`src/rtl/pc_pkg.sv`:
```
// Shared types for the fetch-stage PC generator.
// src_e order encodes redirect priority: a higher value wins.
package pc_pkg;

    typedef enum logic [2:0] {
        SRC_NONE,
        SRC_BRANCH,
        SRC_JUMP,
        SRC_RET,
        SRC_FLUSH
    } src_e;

    localparam int unsigned INSTR_BYTES_DEFAULT = 4;

endpackage

```
`src/rtl/ras_stack.sv`:
```
// Circular return-address stack.
// When full, a push overwrites the oldest entry. Only ptr/count are reset.
module ras_stack #(
    parameter int unsigned RAS_DEPTH = 4,
    parameter int unsigned ADDR_W    = 32
) (
    input  logic              clk,
    input  logic              rst,
    input  logic              push_i,
    input  logic              pop_i,
    input  logic              clear_i,
    input  logic [ADDR_W-1:0] data_i,
    output logic [ADDR_W-1:0] top_o,
    output logic              empty_o,
    output logic              full_o
);

    localparam int unsigned PW = $clog2(RAS_DEPTH);
    localparam int unsigned CW = PW + 1;
    localparam logic [PW-1:0] PtrOne  = PW'(1);
    localparam logic [CW-1:0] CntOne  = CW'(1);
    localparam logic [CW-1:0] CntFull = CW'(RAS_DEPTH);

    logic [ADDR_W-1:0] mem_q [RAS_DEPTH];
    logic [PW-1:0]     ptr_q, ptr_d;
    logic [CW-1:0]     cnt_q, cnt_d;
    logic              wr_en;
    logic [PW-1:0]     wr_idx;

    assign empty_o = (cnt_q == '0);
    assign full_o  = (cnt_q == CntFull);
    assign top_o   = mem_q[ptr_q - PtrOne];

    always_comb begin
        ptr_d  = ptr_q;
        cnt_d  = cnt_q;
        wr_en  = 1'b0;
        wr_idx = ptr_q;
        if (clear_i) begin
            ptr_d = '0;
            cnt_d = '0;
        end else if (push_i && pop_i && !empty_o) begin
            // Pop-then-push collapses to replacing the top in place.
            wr_en  = 1'b1;
            wr_idx = ptr_q - PtrOne;
        end else if (push_i) begin
            wr_en = 1'b1;
            ptr_d = ptr_q + PtrOne;
            if (!full_o) begin
                cnt_d = cnt_q + CntOne;
            end
        end else if (pop_i && !empty_o) begin
            ptr_d = ptr_q - PtrOne;
            cnt_d = cnt_q - CntOne;
        end
    end

    always_ff @(posedge clk) begin
        if (rst) begin
            ptr_q <= '0;
            cnt_q <= '0;
        end else begin
            ptr_q <= ptr_d;
            cnt_q <= cnt_d;
        end
    end

    always_ff @(posedge clk) begin
        if (wr_en) begin
            mem_q[wr_idx] <= data_i;
        end
    end

endmodule

```
`src/rtl/pc_gen_ras.sv`:
```
// Fetch PC generator: prioritised redirects, stall-time redirect capture
// and a return-address stack for predicted returns.
module pc_gen_ras
    import pc_pkg::*;
#(
    parameter int unsigned ADDR_W      = 32,
    parameter logic [ADDR_W-1:0] RESET_VEC = '0,
    parameter int unsigned INSTR_BYTES = INSTR_BYTES_DEFAULT,
    parameter int unsigned RAS_DEPTH   = 4
) (
    input  logic              clk,
    input  logic              rst,
    input  logic              stall,
    input  logic              flush_valid,
    input  logic [ADDR_W-1:0] flush_pc,
    input  logic              ret_valid,
    input  logic [ADDR_W-1:0] ret_fallback,
    input  logic              jump_valid,
    input  logic [ADDR_W-1:0] jump_pc,
    input  logic              branch_valid,
    input  logic [ADDR_W-1:0] branch_pc,
    input  logic              call_valid,
    input  logic [ADDR_W-1:0] call_ret_addr,
    output logic [ADDR_W-1:0] pc,
    output logic [ADDR_W-1:0] pc_plus,
    output logic              redirect_pend,
    output logic              ras_empty,
    output logic              ras_full
);

    localparam logic [ADDR_W-1:0] Incr = ADDR_W'(INSTR_BYTES);

    logic [ADDR_W-1:0] pc_q, pc_d;
    logic              pend_q, pend_d;
    src_e              cap_src_q, cap_src_d;
    logic [ADDR_W-1:0] cap_tgt_q, cap_tgt_d;

    src_e              live_src;
    logic [ADDR_W-1:0] live_tgt;
    logic [ADDR_W-1:0] ras_top;
    logic [ADDR_W-1:0] ret_tgt;

    ras_stack #(
        .RAS_DEPTH (RAS_DEPTH),
        .ADDR_W    (ADDR_W)
    ) u_ras (
        .clk     (clk),
        .rst     (rst),
        .push_i  (call_valid),
        .pop_i   (ret_valid),
        .clear_i (flush_valid),
        .data_i  (call_ret_addr),
        .top_o   (ras_top),
        .empty_o (ras_empty),
        .full_o  (ras_full)
    );

    assign pc            = pc_q;
    assign pc_plus       = pc_q + Incr;
    assign redirect_pend = pend_q;
    assign ret_tgt       = ras_empty ? ret_fallback : ras_top;

    always_comb begin
        live_src = SRC_NONE;
        live_tgt = '0;
        if (flush_valid) begin
            live_src = SRC_FLUSH;
            live_tgt = flush_pc;
        end else if (ret_valid) begin
            live_src = SRC_RET;
            live_tgt = ret_tgt;
        end else if (jump_valid) begin
            live_src = SRC_JUMP;
            live_tgt = jump_pc;
        end else if (branch_valid) begin
            live_src = SRC_BRANCH;
            live_tgt = branch_pc;
        end
    end

    always_comb begin
        pc_d      = pc_q;
        pend_d    = pend_q;
        cap_src_d = cap_src_q;
        cap_tgt_d = cap_tgt_q;
        if (!stall) begin
            pend_d = 1'b0;
            if (live_src != SRC_NONE) begin
                pc_d = live_tgt;
            end else if (pend_q) begin
                pc_d = cap_tgt_q;
            end else begin
                pc_d = pc_plus;
            end
        end else if (live_src != SRC_NONE && (!pend_q || live_src >= cap_src_q)) begin
            // Equal priority overwrites: the newest redirect of a class is the relevant one.
            pend_d    = 1'b1;
            cap_src_d = live_src;
            cap_tgt_d = live_tgt;
        end
    end

    always_ff @(posedge clk) begin
        if (rst) begin
            pc_q      <= RESET_VEC;
            pend_q    <= 1'b0;
            cap_src_q <= SRC_NONE;
            cap_tgt_q <= '0;
        end else begin
            pc_q      <= pc_d;
            pend_q    <= pend_d;
            cap_src_q <= cap_src_d;
            cap_tgt_q <= cap_tgt_d;
        end
    end

endmodule

```
`config.mk`:
```
export PLATFORM = sky130hd
export DESIGN_NAME = pc_gen_ras
export DESIGN_NICKNAME = d
export VERILOG_FILES = /design/src/rtl/pc_pkg.sv /design/src/rtl/ras_stack.sv /design/src/rtl/pc_gen_ras.sv
export SDC_FILE = /design/constraint.sdc
export NUM_CORES = 1
export LEC_CHECK = 0
export CELL_PAD_IN_SITES_DETAIL_PLACEMENT = 0
export CELL_PAD_IN_SITES_GLOBAL_PLACEMENT = 1
export CORE_MARGIN = 3
export CORE_UTILIZATION = 37
export DETAILED_ROUTE_END_ITERATION = 12
export DONT_BUFFER_PORTS = 1
export GPL_TIMING_DRIVEN = 1
export PLACE_DENSITY = 0.64
export SYNTH_ARGS = -nofsm -noshare
export SYNTH_HDL_FRONTEND = slang
export SYNTH_SLANG_ARGS = --single-unit
```
`constraint.sdc`:
```
create_clock -name clk -period 6.52 [get_ports clk]
set_clock_uncertainty 0.15 [all_clocks]
set_input_delay 0.326 -clock clk [delete_from_list [all_inputs] [get_ports clk]]
set_output_delay 0.326 -clock clk [all_outputs]
set_load 0.01 [all_outputs]
```
; ---- After elaboration in Yosys (flattened, before gate mapping)
; Memory sizes are Yosys's and may differ from the RTL's.
; Index checks and enable logic that the tools add are counted.
; Widths: inputs -> output; s select.
[op_classes]
add_sub_neg = 5
mul = 0
div_mod_pow = 0
magnitude_cmp = 1
eq_ne = 2
shift = 0
mux = 23
n_bitwise = 2
reduce_logical = 15
[ops]
columns = cell, count
row1 = $mux 32, 7
row2 = $add 32x3->32 const B, 1
row3 = $mux 2, 6
row4 = $mux 3, 4
row5 = $mux 1, 6
row6 = $logic_and 1x1->1, 4
row7 = $reduce_and 2->1, 2
row8 = $reduce_or 2->1, 2
row9 = $add 3x1->3 const B, 1
row10 = $eq 3x3->1 const B, 1
row11 = $ge 3x3->1, 1
row12 = $logic_not 3->1, 1
row13 = $reduce_and 3->1, 1
row14 = $reduce_bool 3->1, 1
row15 = $sub 3x1->3 const B, 1
row16 = $add 2x1->2 const B, 1
row17 = $logic_not 1->1, 2
row18 = $ne 2x2->1 const B, 1
row19 = $not 1->1, 2
row20 = $reduce_bool 2->1, 1
row21 = $sub 2x1->2 const B, 1
row22 = $logic_or 1x1->1, 1
[totals]
register_bits = 73
latchBits = 0
ram_bits = 128
romBits = 0
word_cells = 55
memories = 1
[mem_list]
columns = memory, words, width, read_ports, rd_ports_with_merged_regs, wr, line_no
row1 = u_ras.mem_q, 4, 32, 1, 0, 1, ras_stack.sv:24  ; logic [ADDR_W-1:0] mem_q [RAS_DEPTH];

; ---- Logic depth before layout (Yosys ltp)
[depth]
word_depth = 8
ltp_mapped = 13
depth_no_buf = 9

; ---- Cells and area by module
; A second synthesis with hierarchy kept.
[hier_totals]
cells_unflattened = 849
hier_area_um2 = 9953.3
[by_module_without_submodules]
columns = module, instances, cells_per_inst, area_per_inst_um2, seq_area_each_um2
row1 = ras_stack, 1, 215, 4992.3, 3943.8
row2 = pc_gen_ras, 1, 634, 4961.0, 1361.3

; ---- Least setup slack after synthesis
; No wires, ideal clock.
[synth_timing]
path_type = input to register
start = input port flush_valid
end = memory u_ras.mem_q[0][0], enable pin
arrival_time_ns = 4.197
t_required_ns = 5.869
slack_ns = 1.671
cell_stages = 5
path_buffers = 3
path_cell_list = buf_2 -> clkbuf_1 -> clkbuf_1 -> nand2b_1 -> nor4_1
[synth_via]
elab_chain_cells = 3
[synth_rtl]
columns = item, line_no
row1 = "start, declared", pc_gen_ras.sv:14  ; input logic flush_valid,
row2 = $mux 1, ras_stack.sv:39  ; if (clear_i) begin
row3 = $mux 1, ras_stack.sv:69  ; if (wr_en) begin
row4 = $mux 1 (not written as such), ras_stack.sv:70  ; mem_q[wr_idx] <= data_i;
row5 = "end, declared", ras_stack.sv:24
; Parallel ways exist; a longest one is shown, timed or not.

; ---- Final worst setup path
[layout_timing]
start = register u_ras.ptr_q[0]
end = register pc_q[22], in the netlist pc[22]
[layout_via]
elab_chain_cells = 6
[layout_rtl]
columns = item, line_no
row1 = "start, declared", ras_stack.sv:25  ; logic [PW-1:0] ptr_q, ptr_d;
row2 = "start signal, assigned", ras_stack.sv:63  ; ptr_q <= ptr_d;
row3 = $sub 2x1->2, ras_stack.sv:32  ; assign top_o = mem_q[ptr_q - PtrOne];
row4 = $mem_v2 4x32, --
row5 = $mux 32, pc_gen_ras.sv:61  ; assign ret_tgt = ras_empty ? ret_fallback : ras_top;
row6 = $mux 32, pc_gen_ras.sv:69  ; end else if (ret_valid) begin
row7 = $mux 32, pc_gen_ras.sv:66  ; if (flush_valid) begin
row8 = $mux 32, pc_gen_ras.sv:88  ; if (live_src != SRC_NONE) begin
row9 = "end signal, assigned", pc_gen_ras.sv:110  ; pc_q <= pc_d;
row10 = "end, declared", pc_gen_ras.sv:33  ; logic [ADDR_W-1:0] pc_q, pc_d;
; No other way between the ends.
; A chain may end at the register's enable or synchronous reset.

==> metrics.cfg <==
[synthesis]
synth_top_family_by_area=compound AO/OA/AOI/OAI gates
synth-adder-area-share_pct=0.7257
async_flop_share_pct=0
ys_ff_latch=201
synthTopCellsByArea=edfxtp_1 (40%), dfxtp_1 (15%), mux4_2 (7.5%), nor2_1 (3.9%), a22oi_1 (3.5%)
synth_cells=840
synthMostInstantiatedCell=edfxtp_1
syn_area_per_cell_um2=11.49
synth_area_mm2=0.009656
syn_nets=1013
ys_warn_count=0
synth_top_area_share_pct=39.81
synth-compound-area-share_pct=14.55
synth_top_area_cell=edfxtp_1
synth_xor_xnor_area_share_pct=2.903
ys_top_cells_by_count=edfxtp_1 (128), nor2_1 (100), dfxtp_1 (73)
ys_dominant_reg_cell=edfxtp_1
yosysSeqAreaShare_pct=54.94
synth.area.mux_share_pct=8.604
synth-simple-area-share_pct=14.25
synth-edff-count=128
synth_cell_types=64

[sta]
min_period_ns=3.170
tightest_slew_ns=1.182
finalCritPeriodShare_pct=48.62
max_freq_ghz=0.3155
hold_viol=0
fin_tns_setup_ns=0
setup_viol=0
slew_violations=0
relSlewSlack_pct=20.99
rsz0062_at_grt=no

[routing]
drcViolationCount=0
vias=7053
drt_iter0_drc=598
drt_pass1_iterations=5
wire_per_inst_um=24.69
wl_mm=29.54
vias_per_cell=5.897
antenna_left=0

[clock_network]
ctsResizeCount=0
cts.reportedPaths.clkPinSlew_ns=0.06
cts_setup_buffers=0
insertion_delay_ns=0.50
cts-root-buf=clkbuf_16
cts_hold_buf=41
cts-htree-levels=1
cts.sinks=201
clock_path_buffers=3
cts_tree=built
cts_buffers=22

[hold_path]
hold_path.class=primary input to flop
holdPathStages=2

[worst_setup_path]
rr_worst_depth=7
cp_data_required_time_ns=6.74
crit_path_max_fanout=38
start_kind=flop
critical_path_arrival_ns=3.39
worstSetupPathType=flop to flop
rrSetupSlack_ns=3.35
critPathCaptureType=flop

[place]
numPortBuffers=0
place_hpwl_mm=20.40
dp_cells=1113
place.gp.congestion=0.7946

[status]
status=completed

[floorplan]
pin_count=235
core-area_mm2=0.02540
die_w_um=167.5
std_cell_rows=58
start_util_pct=38.01
die_h_um=167.5
fp.dieArea_mm2=0.02807

[grt]
grt_pass1_vias=6863
grt_pass1_wl_mm=44.11
antenna_found_initial=4
globalRouteOverflowTotal=0
grt_max_degree=75
track_usage_pct=20.16

[final_layout]
syn2layout_area_growth_pct=14.45
drive_gt1_share_pct=11.69
multiInputGateArea_mm2=0.004018
register_area_mm2=0.005306
fin_nets=1021
nFillCells=2370
final_cell_count_no_fill=1196
postLayoutCoreUtil_pct=43.51

[pwr]
vdd_drop_max_mv=0.2194
power.leakage_nw=3.588
powerDensity_mw_per_mm2=273.9

[flow_run]
drv_cap=0

layout make-up:
cell class	instances	area share [%]
diodes	2	0.04529
clock buffers	34	5.571
clock inverters	6	0.8152
inverters	20	0.6793
multi-input cells	550	36.36
flip-flops and latches	201	48.02
well taps	330	3.736
repair buffers	53	4.778
cell families (layout without fill, tap and decap cells):
group                      after synthesis  after routing
and+or+nand+nor                        274            274
AOI/OAI and AO/OA                      197            197
muxes                                   42             42
DFF                                    201            201
xor gates and xnor gates                32             32
buffers and inverters                   89            113
other                                    0              2
adders and majority gates                5              5
cells in the final DEF (no fill, tap or decap), types with 4 or more instances in the layout:
cell type      netlist  routed
edfxtp_1           128     128
nor2_1             100      97
dfxtp_1             73      72
nor3_1              53      53
a22oi_1             45      45
nand2_1             39      39
dlygate4sd3_1        0      39
mux4_2              32      32
o21ai_0             32      32
a21oi_1             30      30
xnor2_1             27      27
a2bb2oi_1           22      22
clkbuf_16            0      22
inv_1               18      18
nand3_1             18      18
a211oi_1            15      15
buf_4                9      12
a221oi_1            11      11
clkbuf_1            41      10
and4_1               7       7
nand4_1              7       7
nand2b_1             7       7
nor3b_1              7       7
a22o_1               7       7
and3_1               6       6
mux2_2               6       6
a32oi_1              6       6
nor4_2               2       5
xor2_1               5       5
a311oi_1             5       5
and2_1               4       4
nor4_1               7       4
o21bai_1             4       4
ha_1                 4       4
report_power, final:
part           switching [mW]  total [mW]  internal [mW]
Clock                   0.479        1.21          0.730
Combinational           0.206       0.348          0.142
Sequential             0.0557        1.47           1.41
routing by layer:
metal  part of all wire, %  global-route usage (%)
met1                    44                   29.45
met2                    46                   30.89
met3                   8.2                   4.863
met4                   1.9                   4.020
met5                  0.12                       0
sequential cells by signal, summed over array words and instances, names as in the netlist:
register and count:
cap_tgt_q 32, u_ras.cnt_q 3, redirect_pend 1, pc 32
u_ras.ptr_q 2, u_ras.mem_q 128, cap_src_q 3
per-stage QoR:
step,hold slack [ns],setup slack [ns],instance area (um2),power [mW]
2_1_floorplan,0.2749,1.671,9656,1.728
3_3_place_gp,0.2589,3.318,9902,1.794
3_5_place_dp,0.2622,3.327,9902,1.802
4_1_cts,0.001309,3.294,11050,3.061
5_1_grt,0.02204,3.143,11050,3.151
6_report,0.03019,3.350,11050,3.026
critical path: stages (launching register included):
cell	delay [ns]
dfxtp_2	0.31
buf_4	0.55
mux4_2	0.61
nor3b_1	0.17
a2111oi_1	0.75
nand2_1	0.24
a21oi_1	0.18
nor3_1	0.07
final timing paths:
path	from	endpoint
setup / recovery	u_ras.ptr_q[0]	pc[22]
hold / removal	stall	pc[19]
setup reg to reg	u_ras.ptr_q[0]	pc[22]
hold reg to reg	cap_src_q[2]	cap_src_q[2]
Power figures use the tool's default switching activity.
